===== src/rtl/sync.sv =====
// Multi-stage synchronizer for a Gray-coded pointer crossing into clk_trg.
// Also gives the binary value of the synchronized pointer and flags any step that changes more than one bit.
module sync #(
  parameter int ADDR_WIDTH = 8,
  parameter int STAGES     = 2
) (
  input  logic                  clk_trg,
  input  logic                  rst_trg,
  input  logic [ADDR_WIDTH-1:0] addr_src,
  output logic [ADDR_WIDTH-1:0] addr_trg,
  output logic [ADDR_WIDTH-1:0] addr_trg_bin,
  output logic                  gray_err
);

  localparam logic [ADDR_WIDTH-1:0] ONE = ADDR_WIDTH'(1);

  logic [ADDR_WIDTH-1:0] sync_reg1;
  logic [ADDR_WIDTH-1:0] sync_reg2;
  logic [ADDR_WIDTH-1:0] addr_prev_q;
  logic [ADDR_WIDTH-1:0] addr_diff;
  logic                  gray_err_d;
  logic                  gray_err_q;

  // addr_src feeds sync_reg1 directly, with no logic in front of the first flop.
  always_ff @(posedge clk_trg or posedge rst_trg) begin
    if (rst_trg) begin
      sync_reg1 <= '0;
      sync_reg2 <= '0;
    end else begin
      sync_reg1 <= addr_src;
      sync_reg2 <= sync_reg1;
    end
  end

  generate
    if (STAGES > 2) begin : g_tail
      localparam int NTAIL = STAGES - 2;
      logic [ADDR_WIDTH-1:0] tail_q [NTAIL];

      always_ff @(posedge clk_trg or posedge rst_trg) begin
        if (rst_trg) begin
          for (int i = 0; i < NTAIL; i++) tail_q[i] <= '0;
        end else begin
          tail_q[0] <= sync_reg2;
          for (int i = 1; i < NTAIL; i++) tail_q[i] <= tail_q[i-1];
        end
      end

      assign addr_trg = tail_q[NTAIL-1];
    end else begin : g_direct
      assign addr_trg = sync_reg2;
    end
  endgenerate

  // Binary bit i is the XOR of all Gray bits at position i and above.
  always_comb begin
    addr_trg_bin = '0;
    for (int i = 0; i < ADDR_WIDTH; i++) begin
      addr_trg_bin[i] = ^(addr_trg >> i);
    end
  end

  // A set bit left over after clearing the lowest set bit means two or more bits changed.
  assign addr_diff  = addr_trg ^ addr_prev_q;
  assign gray_err_d = |(addr_diff & (addr_diff - ONE));

  always_ff @(posedge clk_trg or posedge rst_trg) begin
    if (rst_trg) begin
      addr_prev_q <= '0;
      gray_err_q  <= 1'b0;
    end else begin
      addr_prev_q <= addr_trg;
      gray_err_q  <= gray_err_d;
    end
  end

  assign gray_err = gray_err_q;

endmodule


===== config.mk =====
export PLATFORM = sky130hd
export DESIGN_NAME = sync
export DESIGN_NICKNAME = d
export VERILOG_FILES = /design/src/rtl/sync.sv
export SDC_FILE = /design/constraint.sdc
export NUM_CORES = 1
export LEC_CHECK = 0
export CORE_AREA = 10 10 59 61
export CTS_CLUSTER_SIZE = 16
export DETAILED_ROUTE_END_ITERATION = 12
export DIE_AREA = 0 0 69 71
export GPL_ROUTABILITY_DRIVEN = 0
export PLACE_DENSITY = 0.78
export SYNTH_ARGS = -nofsm -noshare
export SYNTH_HDL_FRONTEND = slang
export SYNTH_SLANG_ARGS = --single-unit

===== constraint.sdc =====
create_clock -name clk_trg -period 4.7 [get_ports clk_trg]
set_input_delay 0.705 -clock clk_trg [delete_from_list [all_inputs] [get_ports clk_trg]]
set_output_delay 0.705 -clock clk_trg [all_outputs]
set_load 0.03 [all_outputs]

==> results.tsv <==
metric	value	unit
outcome	finished, final reports clean	
synth-to-layout area growth	35.5	%
WHS Path Cells	0	
width of the die	69	microns
die area	4900	sq um
routed via count	472	
Post-Syn Area per Cell	17.2	sq um
Die H	71	microns
Post-Syn Instances	52	
Post-DP Area	1180	sq um
Static Leak	0.503	nW
Hold Violations, Final	0	
worst clock skew	0.00920	ns
worst setup path startpoint	addr_trg[7]	
reg-to-reg critical path startpoint	addr_trg[2]	
Layout Nets	92	
complex-gate fraction of the synthesized area	3.93	%
simple-gate share of the synthesized area	2.10	%
crit path capture	addr_trg_bin[0]	
initial core utilization	37.4	%
Final period util	72.8	%
hold_buf cts	0	
adder-cell share of the synthesized area	1.12	%
global-route wire length before repair	2420	microns
setup TNS	0	ns
final antenna-violating net count	0	
crit path time final	3.42	ns
GRT Resource Usage Total	6.10	%
CP dominant cell by count	xor3_2	
Critical Path RT	3.99	ns
Core Rows	18	
largest net degree at the start of global routing	26	
Multi-input gate area	255	sq um
DR pass1 iterations	2	
Post-Layout Inst Area	1210	sq um
post-cts gate resize count	0	
fillcell total	224	
DRT Wirelength	1480	microns
gr ovfl total	0	
wire length per cell	13.3	microns
Hold WS	0.360	ns
Clock Latency Late Sink	0.30	ns
Vias/cell	4.25	
CTS tree	built	
clk slew on worst S/H paths	0.11	ns
Yosys reg bits	25	
Worst Path Arrival	2.72	ns
CP max FO	6	
Max stage delay cell, worst path	clkdlybuf4s50_1	
crit path kind	flop to primary output	
TritonCTS buffer count	3	
Synth Area in XOR/XNOR	21.5	%
clock root buffer	clkbuf_4	
startpoint types	flop	
Register Area	626	sq um
sequential-to-total area share from yosys stat	70.1	%
mux share of post-synthesis cell area	0	%
Synth top area share	70.1	%
CTS max path bufs	2	
Relative slew margins	41.0	%
synthesized area	892	sq um
vias in the first global route	524	
drc violations	0	
num ports	27	
count of different cell masters after synthesis	13	
CP bufs+invs	1	
reg2reg end	gray_err	
CP Depth	5	
Fmax	292	MHz
DR iter-0 viols	32	
Ys Warns	0	
synth top area cells	dfrtp_1, xnor2_1, xor3_2	
Worst Setup End Kind	primary output	
largest family of logic cells by synthesized area	XOR/XNOR gates	
area leader, netlist	dfrtp_1	
# clock sinks	25	
crit-path cells	xor3_2, xor2_4, xor3_2, xor2_1, clkdlybuf4s50_1	
worst hold path class	flop to flop	
number of inserted diodes	0	
peak supply drop	0.152	mV
Post-Syn Nets	62	
PortBufs	26	
Max-cap violations	0	
worst-margin pin slew	0.884	ns
RSZ-0062 raised after global routing	no	
Reg2Reg Setup Slack	3.38	ns
Top delay family on crit path	XOR/XNOR gates	
layout cells sized above 1	8.64	%
R2R depth	4	
Setup-failing EPs final	0	
count of pins over their slew limit	0	
Largest stage delay, worst path	0.69	ns
initial antenna violation count	0	
CORE AREA	2390	sq um
Pwr per Cell Area	376	nW/um^2
setup repair bufs after CTS	0	
H-Tree Depth	1	
==> metrics by stage <==
stage	setup slack, ns	instances	utilization [%]	total power [mW]
6_report	1.28	111	50.6	0.455
5_1_grt	1.13	111	50.6	0.478
4_1_cts	1.24	111	50.6	0.461
3_5_place_dp	1.58	107	49.5	0.373
3_3_place_gp	1.64	107	49.5	0.370
2_1_floorplan	1.36	52	-	0.318
==> registers in the layout (all words and copies together), names as in the netlist <==
signal and count:
addr_prev_q 8, sync_reg1 8, gray_err 1, addr_trg 8
==> kinds of logic after synthesis <==
family / count (synthesis)
AOI/OAI and AO/OA: 5
buffers and inverters: 2
xor gates and xnor gates: 16
and+or+nand+nor: 3
adders and majority gates: 1
DFF: 25
==> layout make-up <==
| class | instances | share of cell area [%] |
|---|---|---|
| flip-flops and latches | 25 | 51.8 |
| repair buffers | 26 | 21.5 |
| multi-input cells | 25 | 21.1 |
| well taps | 30 | 3.11 |
| clock buffers | 4 | 2.17 |
| inverters | 1 | 0.311 |
==> worst min path at each step <==
stage,startpoint,to
3_5_place_dp,sync_reg1[2],addr_trg[2]
2_1_floorplan,sync_reg1[0],addr_trg[0]
5_1_grt,sync_reg1[1],addr_trg[1]
3_3_place_gp,sync_reg1[0],addr_trg[0]
4_1_cts,sync_reg1[6],addr_trg[6]
6_report,sync_reg1[7],addr_trg[7]
==> placed cells by master, fill, tap and decap left out, drive strengths merged <==
master	n
nand4	2
xnor2	8
and3	1
inv	1
maj3	1
xor3	2
xor2	6
clkdlybuf4s50	26
clkbuf	4
dfrtp	25
a21oi	2
o211ai	2
o21ba	1
==> cells in the mapped netlist <==
library cell,instances
o211ai_1,2
buf_4,1
xnor2_1,8
and3_1,1
a21oi_1,2
maj3_1,1
xor3_2,2
xor2_1,5
nand4_1,2
dfrtp_1,25
o21ba_2,1
xor2_4,1
inv_1,1
==> report_power, final <==
group	internal (mW)	switching, mW	total, mW
clock	0.0331	0.0563	0.0893
sequential	0.226	0.00806	0.234
combinational	0.0601	0.0714	0.132
total	0.319	0.136	0.455
==> layer usage <==
layer / vias up / track usage [%] / part of all wire [%]
met2: 17 / 9.76 / 50
met1: 223 / 6.19 / 40
met5: - / 0 / 0
li1: 230 / - / -
met4: 0 / 4.03 / 0.54
met3: 2 / 3.07 / 8.9
Power figures use the tool's default switching activity.
==> RTL edit 1: new RTL, same settings <==
Take the reset off `addr_prev_q` and load it in a clocked block of its own.
--- a/src/rtl/sync.sv
+++ b/src/rtl/sync.sv
@@ -66,12 +66,14 @@
 
   always_ff @(posedge clk_trg or posedge rst_trg) begin
     if (rst_trg) begin
-      addr_prev_q <= '0;
       gray_err_q  <= 1'b0;
     end else begin
-      addr_prev_q <= addr_trg;
       gray_err_q  <= gray_err_d;
     end
+  end
+
+  always_ff @(posedge clk_trg) begin
+    addr_prev_q <= addr_trg;
   end
 
   assign gray_err = gray_err_q;
Behaviour: no difference found for any inputs over 10 cycles, from zero or initial values and one cycle with rst_trg high; that may be too few to reach the edited logic, so the function may still have changed.
==> RTL edit 1 against the original RTL <==
  * Count of clock-buffer cells in the layout is the same
  * Sequential cell count is the same
  * Critical path type unchanged
  * Final area shrank 3.9%
  * Total power shrank 0.95%
  * Wire length grew 0.14%
  * Synthesized area shrank 5.3%
  * Non-clock buffer count is the same
  * Critical endpoint unchanged
  * Global-route usage is essentially flat
  * Register-to-register slack lost 0.06 ns
  * Setup slack gained 0.31 ns
==> RTL edit 1: results (changes against the original RTL) <==
metric	value	unit	change
status	finished, final reports clean		
final_nets	97		+5.4%
ys_async_sr_fraction	68.0	%	-32 points
wl_per_cell	12.8	um	-4.2%
drt_pass1_iterations	3		+1
crit_start	addr_trg[4]		
synthTopCellsByCount	dfrtp_1, xnor2_1, dfxtp_1		
grt_usage	6.08	%	-0.024 points
drive_above_1_share	4.65	%	-4.0 points
ys_seq_area_share	69.3	%	-0.79 points
via_count	505		+7.0%
grt_pass1_wl	2.57	mm	+6.0%
grt_pass1_vias	576		+9.9%
numCtsBuffers	3		unchanged
rrSetupSlack	3.32	ns	-0.06 ns
drtIter0Drc	3		-91%
grt_max_degree	18		-31%
yosys-top-cells-area	dfrtp_1, dfxtp_1, xnor2_1, xor2_1, xnor3_1		
clock_skew	0.00222	ns	-0.00698 ns
p_leak	0.000466	uW	-7.3%
peakVddDrop	265	uV	+75%
crit_arrival	2.41	ns	-0.31 ns
crit_fanout	5		-1
tightestPinTransition	0.605	ns	-0.280 ns
r2r_start	addr_trg[0]		
RTL edit 1: cell count changes in the layout (fill, tap and decap cells not counted), moves of 2 or more:
cell | before | now
dfrtp_1 | 25 | 17
dfxtp_1 | 0 | 8
o21ai_0 | 0 | 2
xnor2_1 | 8 | 12
xor3_2 | 2 | 0
RTL edit 1: per-layer routing:
metal	vias up	track usage (%)	wire, um
met1	243	5.96	607
li1	241	-	-
met4	0	2.68	14
met2	19	10.5	714
met5	-	0	0
met3	2	3.21	143
RTL edit 1: cells by family (layout without fill, tap and decap cells):
family	after synthesis	in the layout	share of synthesized area (%)
DFF	25	25	69.3
xor gates and xnor gates	18	18	21.2
AOI/OAI and AO/OA	7	7	5.04
and+or+nand+nor	4	4	2.67
buffers and inverters	3	32	1.78
RTL edit 1: worst min path at each step:
stage | from | to | slack, ns | cells after the start
2_1_floorplan | sync_reg1[0] | addr_trg[0] | 0.33 | 0
3_3_place_gp | sync_reg1[6] | addr_trg[6] | 0.33 | 0
3_5_place_dp | sync_reg1[6] | addr_trg[6] | 0.34 | 0
4_1_cts | sync_reg1[6] | addr_trg[6] | 0.36 | 0
5_1_grt | sync_reg1[5] | addr_trg[5] | 0.37 | 0
6_report | sync_reg1[4] | addr_trg[4] | 0.36 | 0
RTL edit 1: critical path: stages (launching register included):
cell and delay, ns:
dfrtp_1 0.46, xnor2_1 0.30, xnor2_1 0.22, xnor3_1 0.29, xor2_1 0.15, clkdlybuf4s50_1 0.69
RTL edit 1: cell type report:
class | count | area, um^2
multi-input cells | 29 | 244
inverters | 2 | 7.51
fillers | 222 | 1230
repair buffers | 26 | 260
flip-flops and latches | 25 | 586
clock buffers | 4 | 26.3
well taps | 30 | 37.5
RTL edit 1: report_power, final:
group          total, uW  switching (uW)  internal, uW
clock               88.4            55.4          33.0
sequential           233            7.98           225
combinational        129            71.8          57.4
total                450             135           315
RTL edit 1: metrics by stage:
step                instance area (um^2)  total power, uW  utilization [%]  worst slack (ns)  instances
floorplan                            845              314                -              1.79         57
global placement                    1130              366             47.5              1.96        112
detailed placement                  1130              367             47.5              1.94        112
CTS                                 1160              455             48.6              1.56        116
global route                        1160              471             48.6              1.44        116
finish                              1160              450             48.6              1.58        116
==> RTL edit 2: new RTL, same flow settings <==
Made on the original files. Change the parameter `STAGES` from 2 to 4.
--- a/src/rtl/sync.sv
+++ b/src/rtl/sync.sv
@@ -2,7 +2,7 @@
 // Also gives the binary value of the synchronized pointer and flags any step that changes more than one bit.
 module sync #(
   parameter int ADDR_WIDTH = 8,
-  parameter int STAGES     = 2
+  parameter int STAGES     = 4
 ) (
   input  logic                  clk_trg,
   input  logic                  rst_trg,
Formal check against the unedited RTL: not equivalent (a bounded check fails within 4 cycles, from zero or initial values and one cycle with rst_trg high).
==> RTL edit 2 against the original RTL <==
  * Hold slack got worse by 0.015 ns
  * Setup slack improved by 0.24 ns
  * Total power rose by 50%
  * Synthesized area rose by 50%
  * Wire length rose by 32%
  * Core utilization rose by 18 points
  * Final area rose by 35%
  * Sequential power rose by 62%
  * Register-to-register slack got worse by 0.13 ns
  * Sequential cell count rose by 16
  * Largest power group unchanged
==> RTL edit 2: results (changes against the original RTL) <==
metric	value	unit	change
cts-root-buf	clkbuf_4		
hold_class	reg2reg		
ys_seq_area_share	76.6	%	+6.5 points
min_period	3.18	ns	-0.243 ns
peakVddDrop	320	uV	+110%
cts_buffer_depth	2		unchanged
status	finished, final reports clean		
clockPowerShare	24.5	%	+4.9 points
antennaDiodeCount	0		unchanged
cts_resized	0		unchanged
num-fill-cells	187		-17%
numCtsBuffers	5		+2
portBuffers	26		unchanged
drive_above_1_share	8.74	%	+0.096 points
crit_fanout	4		-2
drt_pass1_iterations	4		+2
htreeDepth	2		+1
p_int	500	uW	+57%
synth_nets	88		+42%
yosys_warnings	0		unchanged
grt_antenna_before_repair	0		unchanged
crit_start	addr_trg[6]		
drtIter0Drc	28		-13%
pg_comb	135	uW	
synthTopCellsByCount	dfrtp_1, xnor2_1, buf_4		
place_area	1580	um^2	+33%
min_from	sync_reg2[0]		
tightestPinTransition	0.475	ns	-0.409 ns
grt_usage	8.71	%	+2.6 points
p_leak	0.000711	uW	+41%
grt_pass1_wl	3.36	mm	+39%
clock_skew	0.00827	ns	-0.000929 ns
r2r_start	addr_trg[4]		
crit_arrival	2.47	ns	-0.25 ns
ys_async_sr_fraction	100	%	unchanged
synth_cell_types	16		+3
viasPerCell	4.67		+9.8%
grt_pass1_vias	720		+37%
final_nets	113		+23%
yosys-top-cells-area	dfrtp_1, xnor2_1, buf_4, xor2_1, xor3_1		
wl_per_cell	14.6	um	+9.9%
clk_latency	0.33	ns	+0.03 ns
grt_max_degree	42		+62%
cts_setup_buffers	0		unchanged
clk_pin_slew	0.10	ns	
==> RTL edit 2: final timing paths <==
check / to / slack (ns) / cells after the start
worst max-delay path: addr_trg_bin[0] / 1.52 / 5
worst min-delay path: g_tail.tail_q[8] / 0.35 / 0
worst max register to register: gray_err / 3.25 / 4
worst min register to register: g_tail.tail_q[8] / 0.35 / 0
max in group asynchronous: sync_reg1[7] / 3.58 / 3
min in group asynchronous: gray_err / 0.79 / 3
==> RTL edit 2: kinds of logic after synthesis <==
group	after synthesis	share of synthesized area, %
DFF	41	76.6
xor gates and xnor gates	17	13.4
buffers and inverters	11	5.61
AOI/OAI and AO/OA	5	2.43
and+or+nand+nor	3	1.22
adders and majority gates	1	0.748
==> RTL edit 2: final cells by class <==
| class | count | share of cell area, % |
|---|---|---|
| Multi-Input combinational cell | 26 | 14.6 |
| Tap cell | 30 | 2.30 |
| Clock buffer | 7 | 3.37 |
| Timing Repair Buffer | 27 | 16.4 |
| Inverter | 2 | 0.460 |
| Sequential cell | 41 | 62.9 |
==> RTL edit 2: routing by layer <==
layer  GRT usage, %  wire length (um)
met5              0                 0
met4           6.49                55
met3           5.30               228
met2           12.3               870
met1           9.35               792
==> RTL edit 2: critical path: stages, from the launching register on <==
cell and delay, ns:
dfrtp_1 0.44, xor2_1 0.21, xnor2_2 0.33, xor2_2 0.25, xor3_1 0.22, clkdlybuf4s50_1 0.68
==> RTL edit 2: per-stage QoR <==
step / util [%] / instances / total power [uW] / worst slack [ns]
2_1_floorplan: - / 78 / 471 / 1.73
3_3_place_gp: 66.0 / 126 / 520 / 1.95
3_5_place_dp: 66.0 / 126 / 524 / 1.87
4_1_cts: 68.3 / 133 / 692 / 1.47
5_1_grt: 68.3 / 133 / 715 / 1.36
6_report: 68.3 / 133 / 681 / 1.52
